File: src/rtl/led_pattern_engine.sv
// -----------------------------------------------------------------------------
// led_pattern_engine
//
// This is an LED pattern sequencer that runs entirely in the clk domain.
// A free-running prescaler produces a step strobe once every 2^DIV_BITS
// enabled cycles. On each step, the LED register advances by one position
// of the selected pattern, or it reloads that pattern's seed if the mode
// selection has changed.
//
// Parameters
//   WIDTH    : number of LEDs (>= 2)
//   DIV_BITS : prescaler width; one step per 2^DIV_BITS enabled cycles (>= 1)
//
// Ports
//   clk   in   system clock, rising edge
//   rst   in   asynchronous reset, active low
//   en    in   run enable; prescaler and pattern freeze while low
//   mode  in   pattern select: 0 rotate left, 1 rotate right, 2 bounce,
//              3 counter (sampled only at steps)
//   led   out  LED drive (registered)
//   tick  out  one-cycle pulse coincident with each new led value
//   wrap  out  one-cycle pulse when the pattern returns to its seed
//
// Build option
//   LEDSEQ_GRAY_EN : when defined, the counter mode drives led with the
//                    Gray code of the internal counter instead of the
//                    plain binary value.
// -----------------------------------------------------------------------------
//
// State table:
//   state                | meaning
//   ---------------------+----------------------------------------------------
//   mode_q = MODE_ROL    | rotating left, MSB wraps into bit 0
//   mode_q = MODE_ROR    | rotating right, bit 0 wraps into MSB
//   mode_q = MODE_BOUNCE | single lit LED walking between the ends;
//                        |   dir = DIR_LEFT  -> moving toward the MSB
//                        |   dir = DIR_RIGHT -> moving toward bit 0
//   mode_q = MODE_COUNT  | led shows the binary (or Gray) image of bin
// -----------------------------------------------------------------------------

module led_pattern_engine #(
  parameter int WIDTH    = 16,
  parameter int DIV_BITS = 3
) (
  input  logic             clk,
  input  logic             rst,
  input  logic             en,
  input  logic [1:0]       mode,
  output logic [WIDTH-1:0] led,
  output logic             tick,
  output logic             wrap
);

  typedef enum logic [1:0] {
    MODE_ROL    = 2'd0,
    MODE_ROR    = 2'd1,
    MODE_BOUNCE = 2'd2,
    MODE_COUNT  = 2'd3
  } mode_t;

  typedef enum logic {
    DIR_LEFT  = 1'b0,
    DIR_RIGHT = 1'b1
  } dir_t;

  localparam logic [WIDTH-1:0]    LED_SEED = WIDTH'(1);
  localparam logic [DIV_BITS-1:0] CNT_ONE  = DIV_BITS'(1);
  localparam logic [DIV_BITS-1:0] CNT_LAST = '1;
  localparam logic [WIDTH-1:0]    BIN_ONE  = WIDTH'(1);

  logic [DIV_BITS-1:0] cnt;
  logic [WIDTH-1:0]    bin;
  mode_t               mode_q;
  dir_t                dir;

  logic                step;
  logic                mode_change;
  logic [WIDTH-1:0]    led_rol;
  logic [WIDTH-1:0]    led_ror;
  logic [WIDTH-1:0]    led_shl;
  logic [WIDTH-1:0]    led_shr;
  logic [WIDTH-1:0]    bin_inc;

  // Counter-mode LED image. Wrap detection always looks at bin itself, so
  // the choice of encoding has no effect on step or wrap timing.
  function automatic logic [WIDTH-1:0] led_from_bin(input logic [WIDTH-1:0] b);
`ifdef LEDSEQ_GRAY_EN
    return b ^ (b >> 1);
`else
    return b;
`endif
  endfunction

  always_comb begin
    step        = en && (cnt == CNT_LAST);
    mode_change = (mode != mode_q);
    led_rol     = {led[WIDTH-2:0], led[WIDTH-1]};
    led_ror     = {led[0], led[WIDTH-1:1]};
    led_shl     = led << 1;
    led_shr     = led >> 1;
    bin_inc     = bin + BIN_ONE;
  end

  always_ff @(posedge clk or negedge rst) begin
    if (!rst) begin
      cnt    <= '0;
      bin    <= '0;
      mode_q <= MODE_ROL;
      dir    <= DIR_LEFT;
      led    <= LED_SEED;
      tick   <= 1'b0;
      wrap   <= 1'b0;
    end else begin
      tick <= 1'b0;
      wrap <= 1'b0;

      if (en) begin
        cnt <= cnt + CNT_ONE;
      end

      if (step) begin
        tick <= 1'b1;
        if (mode_change) begin
          // A new selection only takes effect at a step, starting from its seed.
          mode_q <= mode_t'(mode);
          if (mode_t'(mode) == MODE_COUNT) begin
            bin <= '0;
            led <= led_from_bin('0);
          end else begin
            led <= LED_SEED;
            dir <= DIR_LEFT;
          end
        end else begin
          unique case (mode_q)
            MODE_ROL: begin
              led  <= led_rol;
              wrap <= (led_rol == LED_SEED);
            end
            MODE_ROR: begin
              led  <= led_ror;
              wrap <= (led_ror == LED_SEED);
            end
            MODE_BOUNCE: begin
              // Direction flips on the step that lands on an end bit, so
              // each end is lit for exactly one step per pass.
              if (dir == DIR_LEFT) begin
                led <= led_shl;
                if (led_shl[WIDTH-1]) begin
                  dir <= DIR_RIGHT;
                end
              end else begin
                led <= led_shr;
                if (led_shr[0]) begin
                  dir  <= DIR_LEFT;
                  wrap <= 1'b1;
                end
              end
            end
            MODE_COUNT: begin
              bin  <= bin_inc;
              led  <= led_from_bin(bin_inc);
              wrap <= (bin_inc == '0);
            end
            default: begin
              led <= LED_SEED;
            end
          endcase
        end
      end
    end
  end

endmodule

File: config.mk
export PLATFORM = sky130hd
export DESIGN_NAME = led_pattern_engine
export DESIGN_NICKNAME = d
export VERILOG_FILES = /design/src/rtl/led_pattern_engine.sv
export SDC_FILE = /design/constraint.sdc
export NUM_CORES = 1
export LEC_CHECK = 0
export CAP_MARGIN = 0
export CORE_MARGIN = 1.5
export CORE_UTILIZATION = 30
export DETAILED_ROUTE_END_ITERATION = 10
export SLEW_MARGIN = 25
export SYNTH_ARGS = -nofsm -noshare
export SYNTH_HDL_FRONTEND = slang
export SYNTH_SLANG_ARGS = --single-unit
File: constraint.sdc
create_clock -name clk -period 3.4 [get_ports clk]
set_input_delay 1.02 -clock clk [delete_from_list [all_inputs] [get_ports clk]]
set_output_delay 1.02 -clock clk [all_outputs]
set_load 0.005 [all_outputs]
==> results of run 1 <==
==> final cells by class <==
class / instances / area [um2]
Inverter: 5 / 18.8
Fill cell: 770 / 4800
Timing Repair Buffer: 32 / 310
Tap cell: 102 / 128
Sequential cell: 40 / 1000
Clock inverter: 3 / 42.5
Clock buffer: 5 / 68.8
Multi-Input combinational cell: 200 / 1280
==> how the worst max path moves through the flow <==
stage                       start     end  slack [ns]  depth (start not counted)
after CTS                      en  bin[9]        0.75                          7
after floorplan           mode[1]     dir        1.07                          8
final                          en  bin[9]        0.73                          7
after detailed placement       en  bin[9]        0.46                          7
after global routing       bin[0]    wrap        0.58                          7
after global placement         en  bin[6]        0.50                          8
==> sequential cells by signal, indices dropped and copies added, names as in the netlist <==
name,cells
wrap,1
led,16
mode_q,2
dir,1
cnt,3
bin,16
tick,1
==> per-stage QoR <==
stage          worst slack [ns]  cells  power (uW)  utilization (%)
6_report                  0.735    387        1510             37.2
2_1_floorplan              1.07    261         927                -
5_1_grt                   0.580    387        1620             37.2
4_1_cts                   0.750    386        1520             36.9
3_3_place_gp              0.495    378        1120             35.4
3_5_place_dp              0.457    378        1130             35.4
==> kinds of logic (layout without fill, tap and decap cells) <==
group | after synthesis | in the layout | share of synthesized area (%)
and+or+nand+nor | 89 | 89 | 19.7
adders and majority gates | 3 | 3 | 1.59
buffers and inverters | 21 | 45 | 3.50
AOI/OAI and AO/OA | 85 | 85 | 23.7
DFF | 40 | 40 | 42.5
xor gates and xnor gates | 19 | 19 | 7.06
muxes | 4 | 4 | 1.86
==> critical path, cell delays in order <==
cell and delay [ns]:
sky130_fd_sc_hd__clkdlybuf4s50_1 0.56, sky130_fd_sc_hd__nand2_1 0.16, sky130_fd_sc_hd__nor3_2 0.23, sky130_fd_sc_hd__buf_4 0.26
sky130_fd_sc_hd__and3_1 0.39, sky130_fd_sc_hd__a21oi_1 0.10, sky130_fd_sc_hd__o21ai_0 0.16
==> layer usage <==
layer / share of wire [%] / track usage [%] / up-vias / wire length, um
met1: 49 / 21.3 / 965 / 2880
met4: 1.6 / 4.95 / 0 / 95
met5: 0 / 0 / - / 0
met2: 45 / 22.0 / 43 / 2610
li1: - / - / 1008 / -
met3: 4.4 / 3.07 / 9 / 260
==> Yosys cell counts (all sizes together), types with 3 or more instances <==
library cell  count  area (um2)
nand2            39         149
inv               4        15.0
ha                3        37.5
nor2             14        52.6
nor3              4        25.0
a22oi            11        82.6
nand4             6        52.6
and3              3        18.8
mux2              3        33.8
nor4              7        65.1
buf               3        15.0
a22o             13         114
a21oi             8        40.0
xor2              8        70.1
xnor2            11        96.3
nand3             9        55.1
dfrtp            39         976
o21ai            36         180
clkbuf           13        48.8
==> power groups by stage <==
stage,logic [uW],clock network (uW),registers (uW)
after floorplan,313,0,615
after global placement,488,0,630
after detailed placement,494,0,631
after CTS,496,403,622
after global routing,560,424,632
final,499,391,621
==> results.txt, run 1 <==
result of the run -> completed
Worst Reg2Reg Path Length in Cells -> 7
Worst setup SP type -> input port
predominant post-synthesis flop cell -> sky130_fd_sc_hd__dfrtp_1
number of detailed-routing iterations run before antenna repair -> 4
Hold Path End -> cnt[0]
Die X-Extent -> 91.6 um
clock tree from TritonCTS -> built
overall track demand over capacity in global routing -> 14.8%
clock network latency to the later pin of the worst-skew pair -> 0.30 ns
Worst Tran Pin Value -> 0.887 ns
minimum clock period -> 2.67 ns
required time of the critical path -> 3.61 ns
highest-count cells in the layout ignoring fill and taps -> sky130_fd_sc_hd__dfrtp_1, sky130_fd_sc_hd__nand2_1, sky130_fd_sc_hd__o21ai_0, sky130_fd_sc_hd__clkdlybuf4s50_1, sky130_fd_sc_hd__nor2_1
number of cells upsized or downsized after cts -> 0
max frequency -> 375 MHz
die area -> 8390 um2
Reg-to-Reg Start -> bin[0]
final layout net count -> 292
setup violators final -> 0
Row Count -> 32
switching component of the power -> 531 uW
number of antenna diodes -> 0
critical path fanouts, max -> 20
Port Buffer Count -> 22
number of levels the H-tree was split into -> 2
number of buffers created by CTS -> 5
Post-synth EDFFs -> 0
via count of the first global-routing pass -> 1890
Hold WS -> 0.471 ns
# DRC -> 0
DRT iter0 DRCs -> 129
share of async-settable or async-resettable flops after synthesis -> 100%
GP Congestion -> 0.826
worst relative slew slack -> 40.9%
power density normalized to cell area -> 531 nW/um2
total gr overflow -> 0
gate count of the mapped netlist -> 261
final WL -> 5850 um
reg-to-reg critical path endpoint -> wrap
maximum clock skew at final layout -> 0.00663 ns
kind of end point of the critical path -> flop
final number of max-transition violations -> 0
number of maximum-capacitance constraint violations -> 0
sequential fraction of the synthesis area -> 42.5%
sequential share of power -> 41.1%
first-pass GRT wire length -> 9740 um
number of ports placed on the die boundary -> 23
flip-flop and latch count after synthesis -> 40
starting density of the core -> 30.8%
class of the worst hold path -> reg2reg
maximum number of pins on one net before global-route repair -> 41
post-route cell area -> 2850 um2
fraction of layout cells with a size suffix above 1 -> 11.6%
# Post-CTS Setup Buffers -> 0
area growth from synthesis to layout -> 20.8%
average size of a mapped cell -> 9.03 um2
Switching Fraction -> 35.1%
Final Cycle Share -> 78.4%
part of the total power dissipated in the clock network -> 25.9%
Max Root-Sink Buffers -> 2
Root Buffer Master -> sky130_fd_sc_hd__clkbuf_8
maximum vdd drop -> 0.271 mV
sum of negative setup slack -> 0 ns
number of antenna violations at the first check in global routing -> 0
reg-to-reg slack, setup -> 0.76 ns
via count -> 2025
setup repair after global routing missed its margin -> no
number of hold-repair buffers added at the cts stage -> 0
core area -> 7650 um2
Hold Path Depth -> 1
Hold Path Origin -> cnt[0]
cell area after placement -> 2710 um2
leakage power figure -> 0.00112 uW
CTS sink count -> 40
average wire per standard cell -> 15.1 um
combinational cell fraction of total power -> 33.0%
post-synth cell types -> 48
combined area of all synthesized cells -> 2360 um2
CTS clock-pin slew for the worst setup and hold paths -> 0.08 ns
data arrival time of the worst path -> 2.88 ns
Yosys Warn Count -> 0
Final ANT Viol Nets -> 0
classification of the worst setup path -> in2reg
post-detailed-route via-to-cell ratio -> 5.23
Internal Power -> 981 uW
commonest non-fill, non-tap cell in the layout -> sky130_fd_sc_hd__dfrtp_1
half-perimeter wire length after detailed placement -> 4160 um
number of nets in the synthesized netlist -> 269
overall die height -> 91.6 um
Hold Vio Cnt, Final -> 0
No activity file was read; power rests on OpenSTA's default activity.
==> inputs of run 2 (changes only) <==
- clock period: 3.4 -> 2.6 ns (I/O delays scaled with it)
==> results.txt, run 2 (same netlist as run 1, synthesis figures left out) <==
Die X-Extent -> 91.6 um (unchanged)
switching component of the power -> 685 uW (+29%)
number of ports placed on the die boundary -> 23 (unchanged)
layer with the highest usage after global routing -> met2
Internal Power -> 1190 uW (+21%)
classification of the worst setup path -> reg2reg
reg-to-reg slack, setup -> 0.19 ns (-0.57 ns)
fill cell instance count of the final layout -> 785 (+1.9%)
first-pass GRT wire length -> 9830 um (+0.85%)
kind of end point of the critical path -> flop
number of buffers created by CTS -> 5 (unchanged)
number of detailed-routing iterations run before antenna repair -> 4 (unchanged)
post-detailed-route via-to-cell ratio -> 5.34 (+2.1%)
Root Buffer Master -> sky130_fd_sc_hd__clkbuf_8
sum of negative setup slack -> 0 ns (unchanged)
average wire per standard cell -> 14.9 um (-1.7%)
data arrival time of the worst path -> 2.60 ns (-0.28 ns)
setup violators final -> 0 (unchanged)
Final ANT Viol Nets -> 0 (unchanged)
minimum clock period -> 2.41 ns
number of maximum-capacitance constraint violations -> 0 (unchanged)
highest-delay cell along the critical path -> sky130_fd_sc_hd__or4_1
worst slack, placed -> 0.0892 ns (-0.368 ns)
leakage power figure -> 0.00114 uW (+2.0%)
GR Util met1 -> 19.9% (-1.4 points)
Worst setup SP type -> flop
# Post-CTS Setup Buffers -> 0 (unchanged)
number of antenna diodes -> 0 (unchanged)
number of antenna violations at the first check in global routing -> 0 (unchanged)
Sequential Area -> 1000 um2 (unchanged)
met3 usage in global routing -> 2.99% (-0.083 points)
Hold Vio Cnt, Final -> 0 (unchanged)
Max Root-Sink Buffers -> 2 (unchanged)
clock network latency to the later pin of the worst-skew pair -> 0.29 ns (about the same)
global routing met2 resource utilization -> 24.3% (+2.4 points)
sequential share of power -> 44.3% (+3.2 points)
Worst Tran Pin Value -> 0.875 ns (-0.0113 ns)
GP Congestion -> 0.846 (+2.4%)
half-perimeter wire length after detailed placement -> 4320 um (+3.9%)
area growth from synthesis to layout -> 21.9%
via count of the first global-routing pass -> 2007 (+6.2%)
max frequency -> 415 MHz
die area -> 8390 um2 (unchanged)
overall die height -> 91.6 um (unchanged)
total area of multi-input combinational cells -> 1280 um2 (+0.69%)
cell area after placement -> 2780 um2 (+2.5%)
largest registers -> bin x16, led x16, cnt x3
Row Count -> 32 (unchanged)
starting density of the core -> 30.8% (unchanged)
Switching Fraction -> 36.6% (+1.5 points)
Final Worst Setup Slack -> 0.188 ns (-0.547 ns)
part of the total power dissipated in the clock network -> 21.9% (-4.0 points)
worst path cell trace -> ha_2, nand4_4, nor3_1, xnor2_1, nand4_1, or4_1, a311oi_1
Final Cycle Share -> 92.8%
Port Buffer Count -> 22 (unchanged)
via count -> 2110 (+4.2%)
post-route cell area -> 2870 um2 (+0.88%)
critical path fanouts, max -> 6 (-70%)
CTS clock-pin slew for the worst setup and hold paths -> 0.08 ns (about the same)
worst relative slew slack -> 41.6% (+0.75 points)
clock tree from TritonCTS -> built
highest-count cells in the layout ignoring fill and taps -> sky130_fd_sc_hd__dfrtp_1, sky130_fd_sc_hd__nand2_1, sky130_fd_sc_hd__o21ai_0, sky130_fd_sc_hd__clkdlybuf4s50_1, sky130_fd_sc_hd__buf_4
class of the worst hold path -> in2async
total gr overflow -> 0 (unchanged)
final number of max-transition violations -> 0 (unchanged)
final WL -> 5870 um (+0.31%)
power density normalized to cell area -> 652 nW/um2 (+23%)
Worst Reg2Reg Path Length in Cells -> 7 (unchanged)
power consumption -> 1870 uW (+24%)
# DRC -> 0 (unchanged)
DRT iter0 DRCs -> 109 (-16%)
fraction of layout cells with a size suffix above 1 -> 14.7% (+3.1 points)
number of levels the H-tree was split into -> 2 (unchanged)
combinational cell fraction of total power -> 33.9% (+0.9 points)
final layout net count -> 300 (+2.7%)
Reg-to-Reg Start -> bin[0]
commonest non-fill, non-tap cell in the layout -> sky130_fd_sc_hd__dfrtp_1
CTS sink count -> 40 (unchanged)
setup repair after global routing missed its margin -> no
core area -> 7650 um2 (unchanged)
overall track demand over capacity in global routing -> 14.9% (+0.088 points)
reg-to-reg critical path endpoint -> wrap
maximum clock skew at final layout -> 0.00583 ns (-0.000797 ns)
maximum number of pins on one net before global-route repair -> 20 (-51%)
result of the run -> completed
largest incremental delay on the critical path -> 0.54 ns (-0.02 ns)
maximum vdd drop -> 0.220 mV (-19%)
required time of the critical path -> 2.79 ns (-0.82 ns)
[run 2: cell types whose count changed in the layout (fill, tap and decap cells not counted), sizes merged]
cell,before,now
clkinvlp,1,0
bufinv,1,0
clkinv,2,4
buf,11,19
[run 2: final cells by class]
type	count	share of cell area, %
multi-input combinational	200	44.7
sequential	40	34.9
timing repair buffer	40	12.2
tap	102	4.44
clock buffer	5	2.40
clock inverter	3	0.654
inverter	5	0.654
[run 2: stage by stage]
stage	utilization, %	std cells	hold slack, ns
finish	37.5	395	0.354
global route	37.5	395	0.351
CTS	37.4	395	0.355
detailed placement	36.3	387	0.469
global placement	36.3	387	0.467
floorplan	-	261	0.445
[run 2: worst max-delay path by stage]
stage          startpoint    to  slack (ns)  cells after the start
2_1_floorplan      bin[0]  wrap        0.38                      7
3_3_place_gp       bin[0]  wrap        0.11                      7
3_5_place_dp       bin[0]  wrap        0.09                      7
4_1_cts            bin[0]  wrap        0.04                      7
5_1_grt            bin[0]  wrap        0.03                      7
6_report           bin[0]  wrap        0.19                      7
[run 2: power by group through the flow]
stage	clock, uW	sequential (uW)	combinational, uW
after floorplan	0	804	409
after global placement	0	841	626
after detailed placement	0	842	631
after CTS	422	829	635
after global routing	458	850	712
final	409	829	634
[run 2: metal layers]
| metal | share of wire, % | vias to the layer above |
|---|---|---|
| met3 | 5.4 | 4 |
| met1 | 47 | 1023 |
| met2 | 47 | 56 |
| li1 | - | 1027 |
| met4 | 1.0 | 0 |
| met5 | 0 | - |
[run 2: critical path, delay by kind of cell, from the launching register on]
kind,cells,cell delay [ns]
and+or+nand+nor,4,1.14
AOI/OAI and AO/OA,1,0.27
xor gates and xnor gates,1,0.21
DFF,1,0.41
adders and majority gates,1,0.30
[run 2: timing repair]
item,in CTS,in global routing
setup endpoints to repair,0,1
gates resized for setup,0,2
hold buffers,0,0
==> inputs of run 3 (changes only) <==
- CELL_PAD_IN_SITES_DETAIL_PLACEMENT: unset -> 1
- CELL_PAD_IN_SITES_GLOBAL_PLACEMENT: unset -> 1
- PLACE_DENSITY_LB_ADDON: unset -> 0.1
- clock period: 2.6 -> 1.96 ns (I/O delays scaled with it)
==> results.txt, run 3 (same netlist as run 1, synthesis figures left out) <==
post-detailed-route via-to-cell ratio -> 5.27 (-1.4%)
power density normalized to cell area -> 821 nW/um2 (+26%)
violated checks -> setup timing
max frequency -> 471 MHz (+14%)
critical path fanouts, max -> 4 (-2)
maximum clock skew at final layout -> 0.00862 ns (+0.00279 ns)
# DRC -> 0 (unchanged)
CTS clock-pin slew for the worst setup and hold paths -> 0.08 ns (about the same)
average wire per standard cell -> 18.7 um (+26%)
setup repair after global routing missed its margin -> yes
final number of max-transition violations -> 0 (unchanged)
commonest non-fill, non-tap cell in the layout -> sky130_fd_sc_hd__buf_4
GP Congestion -> 0.830 (-1.9%)
cell type group with the largest total delay on the critical path -> simple AND/OR/NAND/NOR gates
Final ANT Viol Nets -> 0 (unchanged)
worst path cell trace -> ha_4, nand4_4, buf_4, nor4_4, a31oi_1, or4_4, a311oi_2
Max Root-Sink Buffers -> 2 (unchanged)
buffering stage count on the worst path with inverters included -> 1 (+1)
clock tree from TritonCTS -> built
Final Cycle Share -> 108% (+16 points)
number of ports placed on the die boundary -> 23 (unchanged)
fraction of layout cells with a size suffix above 1 -> 33.0% (+18 points)
number of detailed-routing iterations run before antenna repair -> 4 (unchanged)
worst relative slew slack -> 59.2% (+18 points)
class of the worst hold path -> in2async
power consumption -> 2810 uW (+50%)
result of the run -> finished with violations
final layout net count -> 340 (+13%)
Hold Vio Cnt, Final -> 0 (unchanged)
minimum clock period -> 2.12 ns (-0.289 ns)
Root Buffer Master -> sky130_fd_sc_hd__clkbuf_8
Worst setup SP type -> flop
leakage power figure -> 0.00146 uW (+28%)
classification of the worst setup path -> reg2reg
CTS sink count -> 40 (unchanged)
required time of the critical path -> 2.17 ns (-0.62 ns)
via count of the first global-routing pass -> 2365 (+18%)
highest-count cells in the layout ignoring fill and taps -> sky130_fd_sc_hd__buf_4, sky130_fd_sc_hd__nand2_1, sky130_fd_sc_hd__o21ai_0, sky130_fd_sc_hd__dfrtp_1, sky130_fd_sc_hd__clkdlybuf4s50_1
clock network latency to the later pin of the worst-skew pair -> 0.30 ns (about the same)
number of maximum-capacitance constraint violations -> 0 (unchanged)
number of antenna diodes -> 0 (unchanged)
total gr overflow -> 0 (unchanged)
largest registers -> bin x16, led x16, cnt x3
Row Count -> 32 (unchanged)
data arrival time of the worst path -> 2.33 ns (-0.27 ns)
first-pass GRT wire length -> 13000 um (+32%)
Die X-Extent -> 91.6 um (unchanged)
number of buffers created by CTS -> 5 (unchanged)
number of antenna violations at the first check in global routing -> 0 (unchanged)
Port Buffer Count -> 22 (unchanged)
core area -> 7650 um2 (unchanged)
setup violators final -> 1 (+1)
number of levels the H-tree was split into -> 2 (unchanged)
overall die height -> 91.6 um (unchanged)
post-layout util -> 44.8% (+7.2 points)
kind of end point of the critical path -> flop
die area -> 8390 um2 (unchanged)
number of hold-repair buffers added at the cts stage -> 0 (unchanged)
final WL -> 8150 um (+39%)
Worst Tran Pin Value -> 0.612 ns (-0.264 ns)
half-perimeter wire length after detailed placement -> 5800 um (+34%)
maximum number of pins on one net before global-route repair -> 23 (+15%)
maximum vdd drop -> 0.286 mV (+30%)
DRT iter0 DRCs -> 54 (-50%)
area growth from synthesis to layout -> 45.4%
largest incremental delay on the critical path -> 0.55 ns (about the same)
highest-delay cell along the critical path -> sky130_fd_sc_hd__or4_4
starting density of the core -> 30.8% (unchanged)
Final Worst Setup Slack -> -0.163 ns (-0.351 ns)
overall track demand over capacity in global routing -> 20.3% (+5.4 points)
via count -> 2291 (+8.6%)
## run 3: changes by cell type in the layout (fill, tap and decap cells not counted), moves of 3 or more
| cell | previous run | this run |
|---|---|---|
| sky130_fd_sc_hd__buf_4 | 18 | 54 |
| sky130_fd_sc_hd__dfrtp_1 | 39 | 30 |
| sky130_fd_sc_hd__dfrtp_2 | 0 | 9 |
| sky130_fd_sc_hd__nand2_1 | 38 | 35 |
| sky130_fd_sc_hd__nand3_4 | 0 | 3 |
| sky130_fd_sc_hd__nor3_4 | 0 | 3 |
| sky130_fd_sc_hd__o21ai_0 | 36 | 33 |
| sky130_fd_sc_hd__o21ai_1 | 0 | 3 |
| sky130_fd_sc_hd__xor2_1 | 8 | 5 |
| sky130_fd_sc_hd__xor2_2 | 0 | 3 |
## run 3: worst reg2reg max path, delay by kind of cell, from the launching register on
family,cells,cell delay [ns]
simple gates,3,0.88
flops,1,0.42
compound gates,2,0.38
buf+inv,1,0.18
fa+ha+maj,1,0.16
## run 3: cell type report
type | count | area [um2]
fillers | 886 | 4220
clock buffers | 5 | 68.8
multi-input cells | 200 | 1450
well taps | 102 | 128
clock inverters | 3 | 42.5
flip-flops and latches | 40 | 1010
repair buffers | 80 | 699
inverters | 5 | 18.8
## run 3: power by group
| group | internal, uW | leakage, uW | switching [uW] |
|---|---|---|---|
| registers | 956 | 0.000527 | 132 |
| clock network | 377 | 0.0000541 | 318 |
| logic | 435 | 0.000878 | 593 |
## run 3: what timing repair did
item                       4_1_cts  5_1_grt
setup endpoints to repair        8       19
gates resized for setup          9       27
pin swaps                        0       10
setup buffers                    1        6
cloned                           0        1
## run 3: per-layer routing
layer  global-route usage [%]  wire length, um
met1                     27.4             3790
met2                     33.5             4100
met3                     3.23              154
met4                     5.86              110
met5                        0                0
## run 3: stage by stage
stage	std cells	worst slack, ns	TNS, ns	hold slack (ns)	cell area, um2
floorplan	261	-0.0170	-0.0170	0.292	2400
global placement	419	-0.252	-4.56	0.459	3090
detailed placement	419	-0.288	-4.76	0.465	3090
CTS	428	-0.0858	-0.0858	0.260	3250
global route	435	-0.262	-0.288	0.275	3420
finish	435	-0.163	-0.163	0.251	3420
## run 3: worst paths after layout
check	startpoint	end	depth (start not counted)	slack [ns]
worst max-delay path	bin[1]	wrap	7	-0.16
worst min-delay path	rst	cnt[0]	1	0.25
worst max register to register	bin[1]	wrap	7	-0.16
worst min register to register	cnt[0]	cnt[0]	1	0.47
max in group asynchronous	rst	led[0]	2	1.14
min in group clk	cnt[0]	cnt[0]	1	0.47
